$ cat config.mk
export PLATFORM = sky130hd
export DESIGN_NAME = reg_write_arbiter
export DESIGN_NICKNAME = d
export VERILOG_FILES = /design/src/rtl/reg_write_arbiter.sv
export SDC_FILE = /design/constraint.sdc
export NUM_CORES = 1
export LEC_CHECK = 0
export ABC_CLOCK_PERIOD_IN_PS = 3700
export BUFFER_PORTS_ARGS = -buffer_cell sky130_fd_sc_hd__buf_2
export CORE_ASPECT_RATIO = 0.7
export CORE_MARGIN = 1
export CORE_UTILIZATION = 45
export DETAILED_ROUTE_END_ITERATION = 8
export PLACE_DENSITY_LB_ADDON = 0.3
export SLEW_MARGIN = 25
export SYNTH_ARGS = -nofsm -noshare
export SYNTH_HDL_FRONTEND = slang
export SYNTH_SLANG_ARGS = --single-unit
$ cat constraint.sdc
create_clock -name clk -period 3.7 [get_ports clk]
set_input_delay 0.555 -clock clk [delete_from_list [all_inputs] [get_ports clk]]
set_output_delay 0.555 -clock clk [all_outputs]
set_load 0.02 [all_outputs]
$ cat src/rtl/reg_write_arbiter.sv
// reg_write_arbiter: round-robin scheduler for the shared register write bus.
// N_REQ requesters compete for one DATA_W write bus. Each grant drives a
// one-hot load enable into the register bank one cycle after arbitration.
// Optional feature macro: REG_ARB_R0_PROTECT_EN (register 0 hardwired zero).
module reg_write_arbiter #(
    parameter int N_REQ    = 4,
    parameter int NUM_REGS = 16,
    parameter int ADDR_W   = 4,
    parameter int DATA_W   = 32
) (
    input  logic                      clk,
    input  logic                      clr,
    input  logic [N_REQ-1:0]          req,
    input  logic [N_REQ*ADDR_W-1:0]   req_addr,
    input  logic [N_REQ*DATA_W-1:0]   req_data,
    output logic [N_REQ-1:0]          gnt,
    output logic [NUM_REGS-1:0]       reg_en,
    output logic [DATA_W-1:0]         bus_out,
    output logic                      busy,
    output logic                      err
);

    localparam int          PTR_W = (N_REQ > 1) ? $clog2(N_REQ) : 1;
    localparam int unsigned NR    = N_REQ;
    localparam int unsigned NREGS = NUM_REGS;

    logic [PTR_W-1:0]    rr_ptr;
    logic [N_REQ-1:0]    elig;
    logic                win_found;
    logic [PTR_W-1:0]    win_idx;
    logic [ADDR_W-1:0]   win_addr;
    logic [DATA_W-1:0]   win_data;
    logic                addr_ok;
    logic                r0_hit;
    logic [N_REQ-1:0]    nxt_gnt;
    logic [NUM_REGS-1:0] nxt_reg_en;
    int unsigned         cand;

    // Round-robin search starting just after the last winner; a requester
    // currently holding its grant pulse is masked out for this cycle.
    always_comb begin
        elig      = req & ~gnt;
        win_found = 1'b0;
        win_idx   = '0;
        cand      = 0;
        for (int unsigned k = 1; k <= NR; k++) begin
            cand = (32'(rr_ptr) + k) % NR;
            if (!win_found && elig[cand]) begin
                win_found = 1'b1;
                win_idx   = PTR_W'(cand);
            end
        end
    end

    // Decode the winner's slices into the next grant and load-enable vectors.
    always_comb begin
        win_addr = req_addr[win_idx*ADDR_W +: ADDR_W];
        win_data = req_data[win_idx*DATA_W +: DATA_W];
        addr_ok  = (32'(win_addr) < NREGS);
`ifdef REG_ARB_R0_PROTECT_EN
        r0_hit   = (win_addr == '0);
`else
        r0_hit   = 1'b0;
`endif
        nxt_gnt    = '0;
        nxt_reg_en = '0;
        for (int unsigned i = 0; i < NR; i++) begin
            nxt_gnt[i] = win_found && (32'(win_idx) == i);
        end
        for (int unsigned r = 0; r < NREGS; r++) begin
            nxt_reg_en[r] = win_found && addr_ok && !r0_hit && (32'(win_addr) == r);
        end
    end

    // Output and pointer registers; bus_out and rr_ptr hold when nobody wins.
    always_ff @(posedge clk) begin
        if (!clr) begin
            gnt     <= '0;
            reg_en  <= '0;
            bus_out <= '0;
            err     <= 1'b0;
            rr_ptr  <= PTR_W'(N_REQ - 1);
        end else if (win_found) begin
            gnt     <= nxt_gnt;
            reg_en  <= nxt_reg_en;
            bus_out <= win_data;
            err     <= !addr_ok;
            rr_ptr  <= win_idx;
        end else begin
            gnt     <= '0;
            reg_en  <= '0;
            err     <= 1'b0;
        end
    end

    assign busy = |gnt;

endmodule
==> impl_metrics.prom, run 1 <==
# TYPE chip_impl_metric gauge
chip_impl_metric{name="post_cts.resized_instances",unit=""} 0
chip_impl_metric{name="worst-path-max-fanout",unit=""} 34
chip_impl_metric{name="post_synth_num_cell_types",unit=""} 40
chip_impl_info{name="end_point_of_the_worst_hold_path",value="bus_out[25]$_SDFFE_PN0P_"} 1
chip_impl_metric{name="row_count",unit=""} 24
chip_impl_metric{name="fp.dieArea",unit="um2"} 6970
chip_impl_metric{name="drive_above_1_share",unit=""} 0.450
chip_impl_info{name="worst-setup-path-type",value="reg -> reg"} 1
chip_impl_metric{name="cts-root-to-sink-buffers",unit=""} 2
chip_impl_metric{name="asyncSetResetFlopFracSynth",unit=""} 0
chip_impl_metric{name="worst_ir_drop_vdd",unit="mV"} 0.215
chip_impl_metric{name="grt_first_pass_wirelength",unit="mm"} 14.6
chip_impl_metric{name="cts_max_level",unit=""} 2
chip_impl_metric{name="finalWorstPathRequiredPeriod",unit="ns"} 2.36
chip_impl_info{name="yosysTopAreaCell",value="dfxtp_1"} 1
chip_impl_info{name="layout.cells.most_common",value="buf_2"} 1
chip_impl_metric{name="antenna-diode-count",unit=""} 0
chip_impl_metric{name="power_per_cell_area",unit="nW/um2"} 476
chip_impl_info{name="cts_tree",value="done"} 1
chip_impl_metric{name="die_h",unit="um"} 70.1
chip_impl_info{name="most-common-layout-cells",value="buf_2 (202), mux2i_1 (64), dfxtp_1 (54), nand2_1 (38), o221ai_1 (34)"} 1
chip_impl_info{name="cpMaxStageDelayCell",value="buf_4"} 1
chip_impl_metric{name="worstMarginPinSlew",unit="ns"} 0.820
chip_impl_info{name="timing.critical_path.from_type",value="flip-flop"} 1
chip_impl_info{name="hp-start",value="bus_out[25]$_SDFFE_PN0P_"} 1
chip_impl_metric{name="finalSetupViolations",unit=""} 0
chip_impl_metric{name="total_neg_setup_slack",unit="ns"} 0
chip_impl_metric{name="route.detailed.drc",unit=""} 0
chip_impl_metric{name="gpl.final_weighted_congestion",unit=""} 0.942
chip_impl_metric{name="synth_enable_flop_cells",unit=""} 0
chip_impl_metric{name="reg2reg_path_depth",unit=""} 6
chip_impl_metric{name="clk_pin_slew_worst_paths",unit="ns"} 0.10
chip_impl_metric{name="clock_skew",unit="ns"} 0.00836
chip_impl_metric{name="antenna_found_initial",unit=""} 0
chip_impl_metric{name="grt_pass1_vias",unit=""} 3066
chip_impl_metric{name="global_route.usage.total",unit=""} 0.262
chip_impl_metric{name="buffer_ports.inserted",unit=""} 202
chip_impl_metric{name="initial_core_utilization",unit=""} 0.473
chip_impl_metric{name="drt_first_pass_iters",unit=""} 4
chip_impl_metric{name="cts.sink_count",unit=""} 54
chip_impl_metric{name="cap_viol_max_count",unit=""} 0
chip_impl_metric{name="layout.nets",unit=""} 654
chip_impl_metric{name="netlist_area",unit="um2"} 2980
chip_impl_metric{name="average_cell_area_after_synthesis",unit="um2"} 9.63
chip_impl_info{name="worstSetupEndpointType",value="flip-flop"} 1
chip_impl_metric{name="fillCellCount",unit=""} 529
chip_impl_metric{name="cts-buffers-inserted",unit=""} 5
chip_impl_metric{name="post-dp-hpwl",unit="mm"} 7.38
chip_impl_info{name="timing.rr.start",value="gnt[3]$_SDFF_PN0_"} 1
chip_impl_info{name="synth.top_cells.by_area",value="dfxtp_1 (36%), mux2i_1 (21%), o221ai_1 (10%), a211oi_1 (4.8%), nand2_1 (4.8%)"} 1
chip_impl_metric{name="yosys_warnings",unit=""} 0
chip_impl_metric{name="ys_seq_area_frac",unit=""} 0.362
chip_impl_metric{name="ioPinCount",unit=""} 204
chip_impl_metric{name="synthesis.instances",unit=""} 310
chip_impl_metric{name="die_width",unit="um"} 99.3
chip_impl_metric{name="route.antenna.remaining_nets",unit=""} 0
chip_impl_metric{name="route.final.wire_length",unit="mm"} 9.27
chip_impl_metric{name="holdBufCountCts",unit=""} 0
chip_impl_metric{name="power_leakage",unit="nW"} 1.99
chip_impl_metric{name="average_detailed_routed_wire_length_per_instance",unit="um"} 15.9
chip_impl_metric{name="detailroute.via_count",unit=""} 3300
chip_impl_metric{name="grt_max_degree",unit=""} 35
chip_impl_metric{name="slew_violations",unit=""} 0
chip_impl_info{name="status",value="completed"} 1
chip_impl_metric{name="synth.net_count",unit=""} 460
chip_impl_metric{name="routed_via_density",unit=""} 5.66
chip_impl_metric{name="crit_path_max_incr_delay",unit="ns"} 0.49
chip_impl_metric{name="timing.reg2reg.setup_slack",unit="ns"} 1.34
chip_impl_metric{name="post-synth-top-area-fraction",unit=""} 0.362
chip_impl_metric{name="slew_headroom",unit=""} 0.453
chip_impl_info{name="worst_r2r_endpoint",value="bus_out[30]$_SDFFE_PN0P_"} 1
chip_impl_info{name="path_cells",value="nand2b_1 > o221a_1 > nor2_4 > buf_4 > mux2i_1 > o221ai_1"} 1
chip_impl_metric{name="area.growth.synth_to_final",unit="%"} 38.8
chip_impl_metric{name="post-route-period-util",unit=""} 0.637
chip_impl_metric{name="crit_arrival",unit="ns"} 2.53
chip_impl_info{name="dominantRegCellSynth",value="dfxtp_1"} 1
chip_impl_metric{name="post_cts_buffers",unit=""} 0
chip_impl_metric{name="cp.required",unit="ns"} 3.87
chip_impl_info{name="hp-class",value="reg -> reg"} 1
chip_impl_metric{name="clk_latency",unit="ns"} 0.30
chip_impl_info{name="rsz_0062_raised_after_global_routing",value="false"} 1
chip_impl_metric{name="initialDrtViolationCount",unit=""} 170
chip_impl_metric{name="gr-total-overflow",unit=""} 0
chip_impl_metric{name="fin_util",unit=""} 0.657
chip_impl_metric{name="design.core.area",unit="um2"} 6310
chip_impl_metric{name="synth-seq-cells",unit=""} 54
chip_impl_metric{name="timing_hold_violations_final",unit=""} 0
chip_impl_info{name="clock_tree.root_cell",value="clkbuf_8"} 1
chip_impl_metric{name="max_clock_freq",unit="MHz"} 425
chip_impl_metric{name="whs_path_depth",unit=""} 2
report_power, final:
group	internal (mW)	switching, mW
registers	0.689	0.0576
clock network	0.140	0.200
logic	0.356	0.528
cell families (layout without fill, tap and decap cells):
logic type      Yosys count  count (layout)  share of synthesized area
flops                    54              54                      0.362
compound gates           90              90                      0.249
buf+inv                  26             221                     0.0457
simple gates             75              75                      0.127
other cells               1               1                    0.00126
mux                      64              64                      0.215
registers in the layout, summed over array words and instances (netlist names):
name / flops
rr_ptr: 2
gnt: 4
reg_en: 16
bus_out: 32
critical path, delay by kind of cell (launching register included):
family,cells,cell delay [ns]
compound gates,2,0.57
simple gates,2,0.51
buf+inv,1,0.49
flops,1,0.34
mux,1,0.30
Yosys cell counts, drive strengths merged (2+ instances only):
library cell  count
clkbuf           10
a221oi            3
o221a             3
nand2            38
nor4              2
o221ai           35
mux2i            64
nand2b            6
o21ai             6
inv               4
dfxtp            54
nor3              3
nand4b            2
a21oi             6
nor4b             4
nor2b             6
nor3b             2
nand4             2
nor2              7
buf              12
a211oi           19
o311a             4
o211ai            8
layer usage:
metal	vias to the layer above	global-route usage	wire length (um)
li1	1611	-	-
met1	1510	0.335	4020
met2	169	0.441	4340
met3	10	0.0681	793
met4	0	0.0605	109
met5	-	0	0
area by class of cell:
type	instances	area [um2]	share of cell area
multi-input cells	230	1780	0.429
well taps	78	97.6	0.0236
inverters	4	15.0	0.00363
clock buffers	5	68.8	0.0166
repair buffers	209	1080	0.260
flip-flops and latches	54	1080	0.261
clock inverters	3	26.3	0.00634
how the worst max path moves through the flow:
stage / from / to
2_1_floorplan: req[0] / reg_en[11]$_SDFF_PN0_
3_3_place_gp: req[3] / bus_out[11]$_SDFFE_PN0P_
3_5_place_dp: req[3] / bus_out[30]$_SDFFE_PN0P_
4_1_cts: gnt[3]$_SDFF_PN0_ / bus_out[30]$_SDFFE_PN0P_
5_1_grt: gnt[3]$_SDFF_PN0_ / bus_out[14]$_SDFFE_PN0P_
6_report: gnt[3]$_SDFF_PN0_ / bus_out[30]$_SDFFE_PN0P_
through the flow:
stage               total power [mW]  cell area [um2]  hold slack, ns  setup slack (ns)  instances
finish                          1.97             4140           0.467              1.34        583
global route                    2.09             4140           0.479              1.20        583
CTS                             1.98             4140           0.470              1.36        583
detailed placement              1.64             4050           0.441              1.12        575
global placement                1.62             4050           0.438              1.24        575
floorplan                       1.35             2980           0.578              1.60        310
No activity file was read; power rests on OpenSTA's default activity.
==> inputs of run 2 (changes only) <==
--- a/config.mk
+++ b/config.mk
@@ -5,11 +5,11 @@
 export SDC_FILE = /design/constraint.sdc
 export NUM_CORES = 1
 export LEC_CHECK = 0
-export ABC_CLOCK_PERIOD_IN_PS = 3700
+export ABC_CLOCK_PERIOD_IN_PS = 2200
 export BUFFER_PORTS_ARGS = -buffer_cell sky130_fd_sc_hd__buf_2
 export CORE_ASPECT_RATIO = 0.7
 export CORE_MARGIN = 1
-export CORE_UTILIZATION = 45
+export CORE_UTILIZATION = 42
 export DETAILED_ROUTE_END_ITERATION = 8
 export PLACE_DENSITY_LB_ADDON = 0.3
 export SLEW_MARGIN = 25
==> constraint.sdc (replaced) <==
create_clock -name clk -period 2.2 [get_ports clk]
set_input_delay 0.33 -clock clk [delete_from_list [all_inputs] [get_ports clk]]
set_output_delay 0.33 -clock clk [all_outputs]
set_load 0.02 [all_outputs]
==> run 2 against run 1 <==
  * Wire length grew 0.46%
  * Global-route usage shrank 1.7 points
  * Final area grew 2.7%
  * Clock power grew 92%
==> impl_metrics.prom, run 2 (synthesized netlist as in run 1, its figures left out) <==
# TYPE chip_impl_metric gauge
chip_impl_info{name="biggest_regs",value="bus_out: 32 flops, reg_en: 16 flops, gnt: 4 flops"} 1
chip_impl_info{name="worst-setup-path-type",value="reg -> reg"} 1
chip_impl_metric{name="average_detailed_routed_wire_length_per_instance",unit="um"} 15.3
chip_impl_metric{name="worst_ir_drop_vdd",unit="mV"} 0.491
chip_impl_metric{name="detailroute.wirelength.met2",unit="mm"} 4.61
chip_impl_metric{name="route.antenna.remaining_nets",unit=""} 0
chip_impl_metric{name="die_width",unit="um"} 103
chip_impl_info{name="largest_register",value="bus_out"} 1
chip_impl_metric{name="antenna-diode-count",unit=""} 0
chip_impl_metric{name="clock_skew",unit="ns"} 0.00685
chip_impl_metric{name="row_count",unit=""} 25
chip_impl_info{name="timing.critical_path.from_type",value="flip-flop"} 1
chip_impl_metric{name="gr-total-overflow",unit=""} 0
chip_impl_metric{name="finalSetupViolations",unit=""} 0
chip_impl_metric{name="clk_pin_slew_worst_paths",unit="ns"} 0.09
chip_impl_metric{name="gpl.final_weighted_congestion",unit=""} 0.897
chip_impl_metric{name="power.combinational.fraction",unit=""} 0.448
chip_impl_info{name="clock_tree.root_cell",value="clkbuf_8"} 1
chip_impl_info{name="routed.top_layer",value="met4"} 1
chip_impl_metric{name="sw_frac_of_total",unit=""} 0.378
chip_impl_metric{name="initialDrtViolationCount",unit=""} 83
chip_impl_metric{name="internal_power",unit="mW"} 2.15
chip_impl_metric{name="p_clk_frac",unit=""} 0.189
chip_impl_metric{name="layout.nets",unit=""} 662
chip_impl_info{name="most-common-layout-cells",value="buf_2 (202), mux2i_1 (64), dfxtp_1 (54), nand2_1 (38), o221ai_1 (34)"} 1
chip_impl_metric{name="drive_above_1_share",unit=""} 0.458
chip_impl_metric{name="post-dp-hpwl",unit="mm"} 7.33
chip_impl_metric{name="power_per_cell_area",unit="nW/um2"} 811
chip_impl_metric{name="post-layout-total-power",unit="mW"} 3.45
chip_impl_metric{name="grt_max_degree",unit=""} 40
chip_impl_metric{name="worst-path-max-fanout",unit=""} 39
chip_impl_metric{name="total_neg_setup_slack",unit="ns"} 0
chip_impl_metric{name="clk_latency",unit="ns"} 0.30
chip_impl_metric{name="grt_first_pass_wirelength",unit="mm"} 14.2
chip_impl_metric{name="antenna_found_initial",unit=""} 0
chip_impl_metric{name="area.growth.synth_to_final",unit="%"} 42.5
chip_impl_metric{name="cts_max_level",unit=""} 2
chip_impl_info{name="cts_tree",value="done"} 1
chip_impl_metric{name="largest_register_ffs",unit=""} 32
chip_impl_info{name="layout.cells.most_common",value="buf_2"} 1
chip_impl_metric{name="detailroute.via_count",unit=""} 3310
chip_impl_metric{name="cts-buffers-inserted",unit=""} 5
chip_impl_metric{name="route.final.wire_length",unit="mm"} 9.31
chip_impl_metric{name="slew_headroom",unit=""} 0.594
chip_impl_metric{name="route.detailed.drc",unit=""} 0
chip_impl_metric{name="post-route-period-util",unit=""} 0.932
chip_impl_metric{name="power_leakage",unit="nW"} 2.04
chip_impl_metric{name="buffer_ports.inserted",unit=""} 202
chip_impl_metric{name="wl_met1",unit="mm"} 3.83
chip_impl_metric{name="drt_first_pass_iters",unit=""} 5
chip_impl_metric{name="cp.required",unit="ns"} 2.37
chip_impl_metric{name="ioPinCount",unit=""} 204
chip_impl_metric{name="timing_hold_violations_final",unit=""} 0
chip_impl_metric{name="cts-root-to-sink-buffers",unit=""} 2
chip_impl_metric{name="p_sw",unit="mW"} 1.30
chip_impl_metric{name="post_cts_buffers",unit=""} 0
chip_impl_metric{name="die_h",unit="um"} 72.5
chip_impl_metric{name="fp.dieArea",unit="um2"} 7450
chip_impl_metric{name="holdBufCountCts",unit=""} 0
chip_impl_metric{name="initial_core_utilization",unit=""} 0.438
chip_impl_metric{name="cap_viol_max_count",unit=""} 0
chip_impl_metric{name="cts.sink_count",unit=""} 54
chip_impl_metric{name="max_clock_freq",unit="MHz"} 488
chip_impl_metric{name="sequentialPowerShare",unit=""} 0.362
chip_impl_metric{name="design.core.area",unit="um2"} 6820
chip_impl_metric{name="global_route.usage.total",unit=""} 0.244
chip_impl_metric{name="slew_violations",unit=""} 0
chip_impl_info{name="status",value="completed"} 1
chip_impl_metric{name="met3_length",unit="um"} 790
chip_impl_metric{name="grt_pass1_vias",unit=""} 3080
chip_impl_info{name="rsz_0062_raised_after_global_routing",value="false"} 1
chip_impl_metric{name="worstMarginPinSlew",unit="ns"} 0.605
chip_impl_metric{name="finalHoldWorstSlack",unit="ns"} 0.275
chip_impl_info{name="worstSetupEndpointType",value="flip-flop"} 1
chip_impl_metric{name="fin_util",unit=""} 0.623
chip_impl_info{name="hp-class",value="in -> reg"} 1
chip_impl_metric{name="routed_via_density",unit=""} 5.45
chip_impl_metric{name="crit_arrival",unit="ns"} 2.23
chip_impl_metric{name="finalWorstPathRequiredPeriod",unit="ns"} 2.05
-- run 2: changes by cell type in the layout (fill, tap and decap cells not counted), sizes merged --
cell,delta
clkinvlp,+1
buf,+8
clkinv,-1
clkbuf,+1
bufinv,+1
inv,-2
-- run 2: power by group through the flow --
stage	clock network [mW]	logic [mW]	registers [mW]
after floorplan	0	0.797	1.48
after global placement	0	1.52	1.26
after detailed placement	0	1.55	1.27
after CTS	0.669	1.55	1.25
after global routing	0.716	1.67	1.27
final	0.653	1.55	1.25
-- run 2: cell type report --
| type | count | area, um2 |
|---|---|---|
| Fill cell | 643 | 2570 |
| Multi-Input combinational cell | 230 | 1780 |
| Timing Repair Buffer | 217 | 1150 |
| Sequential cell | 54 | 1080 |
| Tap cell | 94 | 118 |
| Clock buffer | 6 | 72.6 |
| Clock inverter | 2 | 37.5 |
| Inverter | 4 | 15.0 |
-- run 2: repair_timing --
| action | 4_1_cts | 5_1_grt |
|---|---|---|
| endpoints found under the hold margin | 0 | 0 |
| resized for setup | 0 | 1 |
| setup endpoints to repair | 0 | 8 |
-- run 2: per-layer routing --
layer,up-vias,GRT usage
li1,1623,-
met1,1546,0.293
met2,134,0.435
met3,7,0.0588
met4,0,0.0689
met5,-,0
-- run 2: final timing paths --
path / slack [ns] / end / cells past startpoint / start
worst min-delay path: 0.27 / rr_ptr[0]$_SDFFE_PN1P_ / 2 / clr
worst min register to register: 0.46 / bus_out[8]$_SDFFE_PN0P_ / 2 / bus_out[8]$_SDFFE_PN0P_
worst max register to register: 0.15 / bus_out[20]$_SDFFE_PN0P_ / 6 / gnt[3]$_SDFF_PN0_
worst max-delay path: 0.15 / bus_out[20]$_SDFFE_PN0P_ / 6 / gnt[3]$_SDFF_PN0_
-- run 2: metrics by stage --
stage	instance area [um2]	setup slack, ns	instances
after floorplan	2980	0.235	310
after global placement	4140	0.187	599
final	4250	0.149	607
after detailed placement	4140	0.104	599
after CTS	4250	0.103	607
after global routing	4250	0.0114	607
-- run 2: critical path, cell delays in order (launching register included) --
cell and delay (ns):
dfxtp_1 0.36, nand2b_2 0.26, o221a_1 0.31, nor2_4 0.28, buf_12 0.29, mux2i_1 0.25, o221ai_1 0.13
